**config.mk**
```make
export PLATFORM = sky130hd
export DESIGN_NAME = detonator_code_player_flat
export DESIGN_NICKNAME = d
export VERILOG_FILES = /design/src/rtl/detonator_code_player_if.sv /design/src/rtl/detonator_code_player.sv /design/src/flat_wrapper.sv
export SDC_FILE = /design/constraint.sdc
export NUM_CORES = 1
export LEC_CHECK = 0
export CAP_MARGIN = 5
export CORE_MARGIN = 2
export CORE_UTILIZATION = 55
export DETAILED_ROUTE_END_ITERATION = 10
export PLACE_DENSITY = 0.91
export SLEW_MARGIN = 25
export SYNTH_ARGS = -nofsm -noshare
export SYNTH_HDL_FRONTEND = slang
export SYNTH_SLANG_ARGS = --single-unit
```
**constraint.sdc**
```tcl
create_clock -name clk -period 3.7 [get_ports clk]
set_clock_uncertainty 0.15 [all_clocks]
set_input_delay 0.925 -clock clk [delete_from_list [all_inputs] [get_ports clk]]
set_output_delay 0.925 -clock clk [all_outputs]
set_load 0.1 [all_outputs]
```
**src/rtl/detonator_code_player_if.sv**
```systemverilog
// Detonator button interface bundle.
// Groups the start/abort/code request lines and the button pulse and status
// lines between a code player and whatever consumes its pulses.
//   master : the code player (receives go/abort/code, drives buttons/status)
//   slave  : the harness side (drives go/abort/code, observes buttons/status)
// Signals:
//   go, abort      request strobes
//   code[15:0]     8 x 2-bit symbols, symbol 0 in code[1:0]
//   button0..2     single-cycle one-hot pulses
//   busy/done/err  playback status
//   pos[2:0]       index of the most recently pulsed symbol
//   seg[6:0]       active-low 7-segment echo
interface detonator_code_player_if;
  logic        go;
  logic        abort;
  logic [15:0] code;
  logic        button0;
  logic        button1;
  logic        button2;
  logic        busy;
  logic        done;
  logic        err;
  logic [2:0]  pos;
  logic [6:0]  seg;

  modport master (
    input  go, abort, code,
    output button0, button1, button2, busy, done, err, pos, seg
  );

  modport slave (
    output go, abort, code,
    input  button0, button1, button2, busy, done, err, pos, seg
  );
endinterface

```
**src/rtl/detonator_code_player.sv**
```systemverilog
// detonator_code_player
// Plays an 8-symbol code as one-hot single-cycle pulses on button0/1/2,
// with GAP idle cycles between pulses (pulse spacing GAP+1 cycles).
// Codes containing symbol 3 are rejected with a one-cycle err pulse.
// Ports:
//   clk    system clock
//   rst_n  asynchronous active-low reset
//   bus    detonator_code_player_if.master (go/abort/code in; buttons,
//          busy, done, err, pos, seg out)
// Optional build macro: CODE_PLAYER_SEG_EN enables the 7-segment echo of
// the last played symbol; without it seg is tied to 7'h7F (blank).
// All outputs are registered: the output registers are loaded from the
// next-state decode so a pulse appears in the same cycle as its state.
module detonator_code_player #(
  parameter int GAP     = 12_500_000,
  parameter int NUM_SYM = 8
) (
  input logic clk,
  input logic rst_n,
  detonator_code_player_if.master bus
);

  localparam int CW = (GAP > 1) ? $clog2(GAP) : 1;

  typedef enum logic [1:0] {S_IDLE, S_PRESS, S_GAP, S_DONE} state_t;

  state_t          state_reg, state_next;
  logic [2:0]      idx_reg, idx_next;
  logic [CW-1:0]   cnt_reg, cnt_next;
  logic [15:0]     code_reg, code_next;
  logic [2:0]      button_reg, button_next;
  logic            busy_reg, busy_next;
  logic            done_reg, done_next;
  logic            err_reg, err_next;
  logic [2:0]      pos_reg, pos_next;
  logic [NUM_SYM-1:0] sym_bad;

  genvar gi;
  generate
    for (gi = 0; gi < NUM_SYM; gi++) begin : g_sym_chk
      assign sym_bad[gi] = &bus.code[2*gi +: 2];
    end
  endgenerate

  function automatic logic [2:0] onehot(input logic [1:0] s);
    onehot = {s == 2'd2, s == 2'd1, s == 2'd0};
  endfunction

  function automatic logic [1:0] sym_of(input logic [15:0] c, input logic [2:0] i);
    sym_of = c[{i, 1'b0} +: 2];
  endfunction

  always_comb begin
    state_next  = state_reg;
    idx_next    = idx_reg;
    cnt_next    = cnt_reg;
    code_next   = code_reg;
    button_next = 3'b000;
    busy_next   = busy_reg;
    done_next   = 1'b0;
    err_next    = 1'b0;
    pos_next    = pos_reg;
    case (state_reg)
      S_IDLE: begin
        busy_next = 1'b0;
        // abort has priority over go so a simultaneous pair starts nothing
        if (bus.go && !bus.abort) begin
          if (|sym_bad) begin
            err_next = 1'b1;
          end else begin
            code_next   = bus.code;
            idx_next    = 3'd0;
            pos_next    = 3'd0;
            busy_next   = 1'b1;
            button_next = onehot(bus.code[1:0]);
            state_next  = S_PRESS;
          end
        end
      end
      S_PRESS: begin
        if (bus.abort) begin
          busy_next  = 1'b0;
          state_next = S_IDLE;
        end else if (idx_reg == 3'(NUM_SYM - 1)) begin
          busy_next  = 1'b0;
          done_next  = 1'b1;
          state_next = S_DONE;
        end else begin
          busy_next  = 1'b1;
          cnt_next   = CW'(GAP - 1);
          state_next = S_GAP;
        end
      end
      S_GAP: begin
        if (bus.abort) begin
          busy_next  = 1'b0;
          state_next = S_IDLE;
        end else if (cnt_reg == '0) begin
          idx_next    = idx_reg + 3'd1;
          pos_next    = idx_reg + 3'd1;
          button_next = onehot(sym_of(code_reg, idx_reg + 3'd1));
          busy_next   = 1'b1;
          state_next  = S_PRESS;
        end else begin
          cnt_next = cnt_reg - 1'b1;
        end
      end
      S_DONE: begin
        busy_next  = 1'b0;
        state_next = S_IDLE;
      end
      default: begin
        busy_next  = 1'b0;
        state_next = S_IDLE;
      end
    endcase
  end

  always_ff @(posedge clk or negedge rst_n) begin
    if (!rst_n) begin
      state_reg  <= S_IDLE;
      idx_reg    <= 3'd0;
      cnt_reg    <= '0;
      code_reg   <= 16'h0000;
      button_reg <= 3'b000;
      busy_reg   <= 1'b0;
      done_reg   <= 1'b0;
      err_reg    <= 1'b0;
      pos_reg    <= 3'd0;
    end else begin
      state_reg  <= state_next;
      idx_reg    <= idx_next;
      cnt_reg    <= cnt_next;
      code_reg   <= code_next;
      button_reg <= button_next;
      busy_reg   <= busy_next;
      done_reg   <= done_next;
      err_reg    <= err_next;
      pos_reg    <= pos_next;
    end
  end

  assign bus.button0 = button_reg[0];
  assign bus.button1 = button_reg[1];
  assign bus.button2 = button_reg[2];
  assign bus.busy    = busy_reg;
  assign bus.done    = done_reg;
  assign bus.err     = err_reg;
  assign bus.pos     = pos_reg;

`ifdef CODE_PLAYER_SEG_EN
  logic [6:0] seg_reg, seg_next;

  // A pulse shows its digit (this also covers the blank of an accepted go,
  // since the first pulse lands in the same cycle); err shows a dash; an
  // abort of a running playback blanks the digit.
  always_comb begin
    seg_next = seg_reg;
    if (button_next[0]) begin
      seg_next = 7'h40;
    end else if (button_next[1]) begin
      seg_next = 7'h79;
    end else if (button_next[2]) begin
      seg_next = 7'h24;
    end else if (err_next) begin
      seg_next = 7'h3F;
    end else if (bus.abort && state_reg != S_IDLE) begin
      seg_next = 7'h7F;
    end
  end

  always_ff @(posedge clk or negedge rst_n) begin
    if (!rst_n) begin
      seg_reg <= 7'h7F;
    end else begin
      seg_reg <= seg_next;
    end
  end

  assign bus.seg = seg_reg;
`else
  assign bus.seg = 7'h7F;
`endif

endmodule

```
**src/flat_wrapper.sv**
```systemverilog
// flat-port wrapper written by rule: the top's interface ports become plain ports
module detonator_code_player_flat 
#(
  parameter int GAP     = 12_500_000,
  parameter int NUM_SYM = 8
)
  (clk, rst_n, bus_go, bus_abort, bus_code, bus_button0, bus_button1, bus_button2, bus_busy, bus_done, bus_err, bus_pos, bus_seg);
  detonator_code_player_if bus_i ();
  input logic clk;
  input logic rst_n;
  input wire logic [$bits(bus_i.go)-1:0] bus_go;
  input wire logic [$bits(bus_i.abort)-1:0] bus_abort;
  input wire logic [$bits(bus_i.code)-1:0] bus_code;
  output wire logic [$bits(bus_i.button0)-1:0] bus_button0;
  output wire logic [$bits(bus_i.button1)-1:0] bus_button1;
  output wire logic [$bits(bus_i.button2)-1:0] bus_button2;
  output wire logic [$bits(bus_i.busy)-1:0] bus_busy;
  output wire logic [$bits(bus_i.done)-1:0] bus_done;
  output wire logic [$bits(bus_i.err)-1:0] bus_err;
  output wire logic [$bits(bus_i.pos)-1:0] bus_pos;
  output wire logic [$bits(bus_i.seg)-1:0] bus_seg;
  assign bus_i.go = bus_go;
  assign bus_i.abort = bus_abort;
  assign bus_i.code = bus_code;
  assign bus_button0 = bus_i.button0;
  assign bus_button1 = bus_i.button1;
  assign bus_button2 = bus_i.button2;
  assign bus_busy = bus_i.busy;
  assign bus_done = bus_i.done;
  assign bus_err = bus_i.err;
  assign bus_pos = bus_i.pos;
  assign bus_seg = bus_i.seg;
  detonator_code_player #(.GAP(GAP), .NUM_SYM(NUM_SYM)) u_core (.clk(clk), .rst_n(rst_n), .bus(bus_i));
endmodule
```
==> results by group, run 1 <==
Clock tree
  – Clk_lat worst skew: 0.31 ns
  – CTS tree: done
  – H-Tree Depth: 2
  – CTS Buffer Depth: 2
  – Postcts setup bufs: 0
  – Post-CTS Hold Buffers: 0
  – Root Buffer: clkbuf_8
  – Clock transition at path regs: 0.10 ns
  – CTS buffer count: 5
  – PostCTS Resize Cnt: 0
  – TritonCTS sink count: 51

Timing
  – Fin crit period: 2.78 ns
  – TNS Setup: 0 ns
  – RSZ-0062 raised after global routing: no
  – Final Cycle Share: 75.1%
  – Max Slew Vio Count: 0
  – Final setup fails: 0
  – Worst-margin pin slew: 0.648 ns
  – Slew HR: 56.4%
  – Fmax: 360 MHz
  – Final Hold Vio Count: 0
  – Hold_ws: 0.351 ns

Global routing
  – All-layer global routing usage: 24.2%
  – GRT overflow: 0
  – First-pass GRT wire length: 9.94 mm
  – Routing usage on met1: 31.7%
  – Vias in the first global route: 2087
  – Met2 Resource Use GR: 38.5%
  – Busiest grt layer: met2
  – Routing usage on met3: 5.35%
  – Initial antenna violation count: 0
  – Largest net degree at the start of global routing: 30

Routing
  – DR DRC count: 0
  – Vias/cell: 6.16
  – Post-route ant nets: 0
  – Via count: 2107
  – 1st-pass router iterations: 6
  – Wire length per cell: 16.6 um
  – Final wirelength: 5.69 mm
  – Iter 0 DRT Violations: 241

Pwr
  – Total power divided by cell area: 551 nW/um^2
  – Leakage power figure: 1.29 nW
  – Max rail drop VDD: 0.331 mV
  – Comb pwr share: 31.1%
  – Register share of total power: 50.4%
  – Power Internal: 1.06 mW
  – Clock Power Share: 18.6%
  – Sw power: 0.638 mW
  – Sw Ratio: 37.7%

Floorplan
  – Row Count: 25
  – Die area: 5450 sq um
  – Chip Height: 73.8 um
  – Die Width: 73.8 um
  – Starting Density: 56.7%
  – Core area: 4720 sq um
  – Ports: 36

Critical path
  – Reg2reg start: u_core.cnt_reg[4]
  – Setup CP Type: in -> reg
  – Worst setup EP type: flip-flop
  – Startpoint Class: input pin
  – CP arrival: 2.84 ns
  – Critical Path RT: 3.76 ns
  – Launch point of the worst path: bus_code[1]
  – CP max FO: 4

Synthesis
  – Post-synthesis register bit count: 51
  – Number of synthesized flops with an enable pin: 0
  – Seq/Total Area, Yosys: 47.6%
  – Fraction of registers with async set/reset: 100%
  – Syn_area_per_cell: 11.0 sq um
  – YS warnings: 0
  – Post-synth cell types: 52
  – Commonest register cell after synthesis: dfrtp_1
  – Mapped Cells: 243
  – Post-Syn Area: 2680 sq um

Placed design
  – IO buf count: 28
  – Routability cong.: 0.843
  – DP HPWL: 4.21 mm

Cells and area
  – N_diodes: 0
  – Commonest cells after routing, fill and taps aside: 51 x dfrtp_1, 18 x clkdlybuf4s50_1, 17 x mux2_2, 15 x buf_4, 13 x nand3_1
  – Largest register FFs: 24
  – Proportion of layout cells with a drive suffix above 1: 19.3%
  – Commonest non-fill, non-tap cell in the layout: dfrtp_1
  – Area growth from synthesis to layout: 14.7%
  – Nets: 298

Status
  – Status: complete, no violations

Worst hold path
  – HP Start: u_core.code_reg[1]
  – Hold WC Path Type: reg -> reg

Flow run
  – Max cap viols: 0
-- worst paths after layout --
check	endpoint	slack (ns)	depth (start not counted)
worst max-delay path	u_core.idx_reg[0]	0.92	6
worst min-delay path	u_core.code_reg[1]	0.35	2
worst max register to register	u_core.cnt_reg[12]	1.00	5
worst min register to register	u_core.code_reg[1]	0.35	2
max in group asynchronous	u_core.cnt_reg[8]	2.21	2
min in group asynchronous	u_core.cnt_reg[23]	0.41	1
-- power by group through the flow --
stage	registers, mW	logic [mW]	clock network, mW
2_1_floorplan	0.879	0.358	0
3_3_place_gp	0.846	0.502	0
3_5_place_dp	0.862	0.526	0
4_1_cts	0.851	0.527	0.323
5_1_grt	0.877	0.575	0.348
6_report	0.854	0.526	0.315
-- layer usage --
layer / routed length, um / up-vias
li1: - / 976
met1: 2390 / 1053
met3: 306 / 14
met5: 0 / -
met4: 126 / 0
met2: 2870 / 64
-- through the flow --
stage | setup WS (ns) | instances | power, mW | utilization, % | cell area [sq um]
final | 0.921 | 342 | 1.69 | 65.1 | 3070
after global routing | 0.746 | 342 | 1.80 | 65.1 | 3070
after CTS | 0.934 | 342 | 1.70 | 65.1 | 3070
after detailed placement | 0.582 | 334 | 1.39 | 63.3 | 2990
after global placement | 0.645 | 334 | 1.35 | 63.3 | 2990
after floorplan | 1.08 | 249 | 1.24 | - | 2700
-- cell usage after synthesis (6+ instances only) --
master	n	area (sq um)
clkbuf_1	7	26.3
nor2_1	11	41.3
or3_1	6	37.5
nor3_1	7	35.0
o31ai_1	8	60.1
dfrtp_1	51	1280
nand2_1	9	33.8
o21ai_0	11	55.1
buf_4	7	52.6
mux2_2	17	191
a21oi_1	6	30.0
nand3_1	13	65.1
a22oi_1	6	45.0
or4_1	8	60.1
nor4_1	7	43.8
inv_1	7	26.3
-- critical path, cell delays in order --
cell and delay, ns:
clkdlybuf4s50_1 0.50, a22oi_1 0.21, and4_1 0.31, nor3_1 0.09, nor4_1 0.42, mux2_2 0.38
-- cell families after synthesis --
group                    count (synthesis)  synth area share (%)
other                                    1                 0.140
multiplexers                            22                  10.9
XOR/XNOR                                 6                  1.96
adder cells (fa/ha/maj)                  4                  1.87
AND/OR/NAND/NOR                         87                  19.9
buffers and inverters                   23                  4.53
flip-flops                              51                  47.6
AO/OA/AOI/OAI                           49                  13.1
-- cell type report --
cell class | count | area [sq um]
clock buffers | 6 | 72.6
repair buffers | 34 | 298
multi-input cells | 175 | 1310
flip-flops and latches | 51 | 1280
well taps | 67 | 83.8
inverters | 7 | 26.3
fillers | 368 | 1650
clock inverters | 2 | 12.5
(Power assumes the default switching activity.)
==> run 2: changes to the inputs <==
- clock period: 3.7 -> 2.8 ns (I/O delays scaled with it)
==> results by group, run 2 (synthesized netlist as in run 1, its figures left out) <==
Worst hold path
  – Hold WC Path Type: in -> async

Routing
  – Wire length per cell: 15.6 um (-6.1%)
  – 1st-pass router iterations: 4 (-2)
  – Vias/cell: 5.86 (-4.8%)
  – Iter 0 DRT Violations: 234 (-2.9%)
  – Post-route ant nets: 0 (unchanged)
  – Via count: 2082 (-1.2%)
  – DR DRC count: 0 (unchanged)
  – Final wirelength: 5.55 mm (-2.5%)

Timing
  – Final setup margin: 0.158 ns (-0.763 ns)
  – Fin crit period: 2.64 ns
  – Final Cycle Share: 94.4%
  – Final Hold Vio Count: 0 (unchanged)
  – Slew HR: 55.7% (-0.65 points)
  – TNS Setup: 0 ns (unchanged)
  – Max Slew Vio Count: 0 (unchanged)
  – Fmax: 379 MHz
  – Worst-margin pin slew: 0.658 ns (+0.00964 ns)
  – RSZ-0062 raised after global routing: no
  – Final setup fails: 0 (unchanged)

Clock tree
  – CTS tree: done
  – Post-CTS Hold Buffers: 0 (unchanged)
  – TritonCTS sink count: 51 (unchanged)
  – CTS Buffer Depth: 2 (unchanged)
  – Postcts setup bufs: 0 (unchanged)
  – Clock transition at path regs: 0.09 ns (about the same)
  – H-Tree Depth: 2 (unchanged)
  – Clk_lat worst skew: 0.31 ns (about the same)
  – CTS buffer count: 5 (unchanged)
  – PostCTS Resize Cnt: 0 (unchanged)
  – Root Buffer: clkbuf_8

Floorplan
  – Starting Density: 56.7% (unchanged)
  – Die area: 5450 sq um (unchanged)
  – Die Width: 73.8 um (unchanged)
  – Ports: 36 (unchanged)
  – Core area: 4720 sq um (unchanged)
  – Chip Height: 73.8 um (unchanged)
  – Row Count: 25 (unchanged)

Placed design
  – Inst Count DP: 347 (+3.9%)
  – IO buf count: 28 (unchanged)
  – Placement Cell Area: 3090 sq um (+3.3%)
  – Pre-CTS setup slack: 0.00275 ns (-0.579 ns)
  – DP HPWL: 4.09 mm (-2.7%)
  – Routability cong.: 0.890 (+5.5%)

Cells and area
  – Commonest cells after routing, fill and taps aside: 51 x dfrtp_1, 28 x buf_4, 18 x clkdlybuf4s50_1, 17 x mux2_2, 13 x nand3_1
  – Fillers: 343 (-6.8%)
  – Proportion of layout cells with a drive suffix above 1: 22.6% (+3.3 points)
  – Commonest non-fill, non-tap cell in the layout: dfrtp_1
  – Area growth from synthesis to layout: 18.2%
  – N_diodes: 0 (unchanged)
  – Cell area after layout: 3170 sq um (+3.1%)
  – Layout Cells excl Fill: 355 (+3.8%)
  – Nets: 311 (+4.4%)
  – Largest register FFs: 24 (unchanged)

Pwr
  – Total power divided by cell area: 710 nW/um^2 (+29%)
  – Leakage power figure: 1.36 nW (+5.2%)
  – Max rail drop VDD: 0.397 mV (+20%)

Critical path
  – Critical Path Slowest Stage Cell: or4_1
  – FF-to-FF setup slack: 0.16 ns (-0.84 ns)
  – Reg2reg start: u_core.cnt_reg[8]
  – Setup CP Type: reg -> reg
  – Worst setup EP type: flip-flop
  – Critical Path RT: 2.84 ns (-0.92 ns)
  – CP cell instances: or4_1, or4_4, o2111ai_4, nor3_1, or3b_1
  – Delay of the slowest cell on the worst path: 0.60 ns (+0.10 ns)
  – CP arrival: 2.68 ns (-0.16 ns)
  – CP max FO: 8 (+4)
  – Launch point of the worst path: u_core.cnt_reg[8]
  – Startpoint Class: flip-flop

Global routing
  – GRT overflow: 0 (unchanged)
  – Largest net degree at the start of global routing: 52 (+73%)
  – All-layer global routing usage: 23.0% (-1.3 points)
  – Vias in the first global route: 2085 (-0.096%)
  – Initial antenna violation count: 0 (unchanged)
  – First-pass GRT wire length: 9.58 mm (-3.5%)

Status
  – Status: complete, no violations

Flow run
  – Max cap viols: 0 (unchanged)
==> run 2: worst paths after layout <==
check / cells after the start / endpoint
max: 5 / u_core.cnt_reg[12]
min: 2 / u_core.bus.done
max reg2reg: 5 / u_core.cnt_reg[12]
min reg2reg: 2 / u_core.code_reg[1]
max in group asynchronous: 2 / u_core.cnt_reg[10]
min in group clk: 2 / u_core.code_reg[1]
==> run 2: report_power, final <==
group	switching [mW]	internal, mW	leakage (nW)
logic	0.403	0.312	0.685
clock network	0.237	0.176	0.0422
registers	0.191	0.930	0.633
total	0.832	1.42	1.36
==> run 2: stage by stage <==
| step | power (mW) | utilization, % | hold WS [ns] |
|---|---|---|---|
| 3_3_place_gp | 1.81 | 65.4 | 0.315 |
| 2_1_floorplan | 1.64 | - | 0.254 |
| 6_report | 2.25 | 67.1 | 0.340 |
| 4_1_cts | 2.25 | 67.1 | 0.361 |
| 3_5_place_dp | 1.85 | 65.4 | 0.336 |
| 5_1_grt | 2.40 | 67.1 | 0.384 |
==> run 2: routing by layer <==
metal,global-route usage (%),share of wire (%)
met4,8.48,1.9
met3,4.39,4.3
met2,37.6,50
met1,30.3,44
met5,0,0
==> run 2: critical path, delay by kind of cell, from the launching register on <==
| kind | cells | cell delay (ns) |
|---|---|---|
| simple gates | 4 | 1.63 |
| compound gates | 1 | 0.31 |
| flops | 1 | 0.43 |
==> run 2: area by class of cell <==
type | count | area (sq um) | share of cell area, %
Tap cell | 67 | 83.8 | 2.65
Timing Repair Buffer | 47 | 395 | 12.5
Inverter | 7 | 26.3 | 0.829
Multi-Input combinational cell | 175 | 1310 | 41.2
Clock buffer | 7 | 76.3 | 2.41
Sequential cell | 51 | 1280 | 40.3
Clock inverter | 1 | 5.00 | 0.158
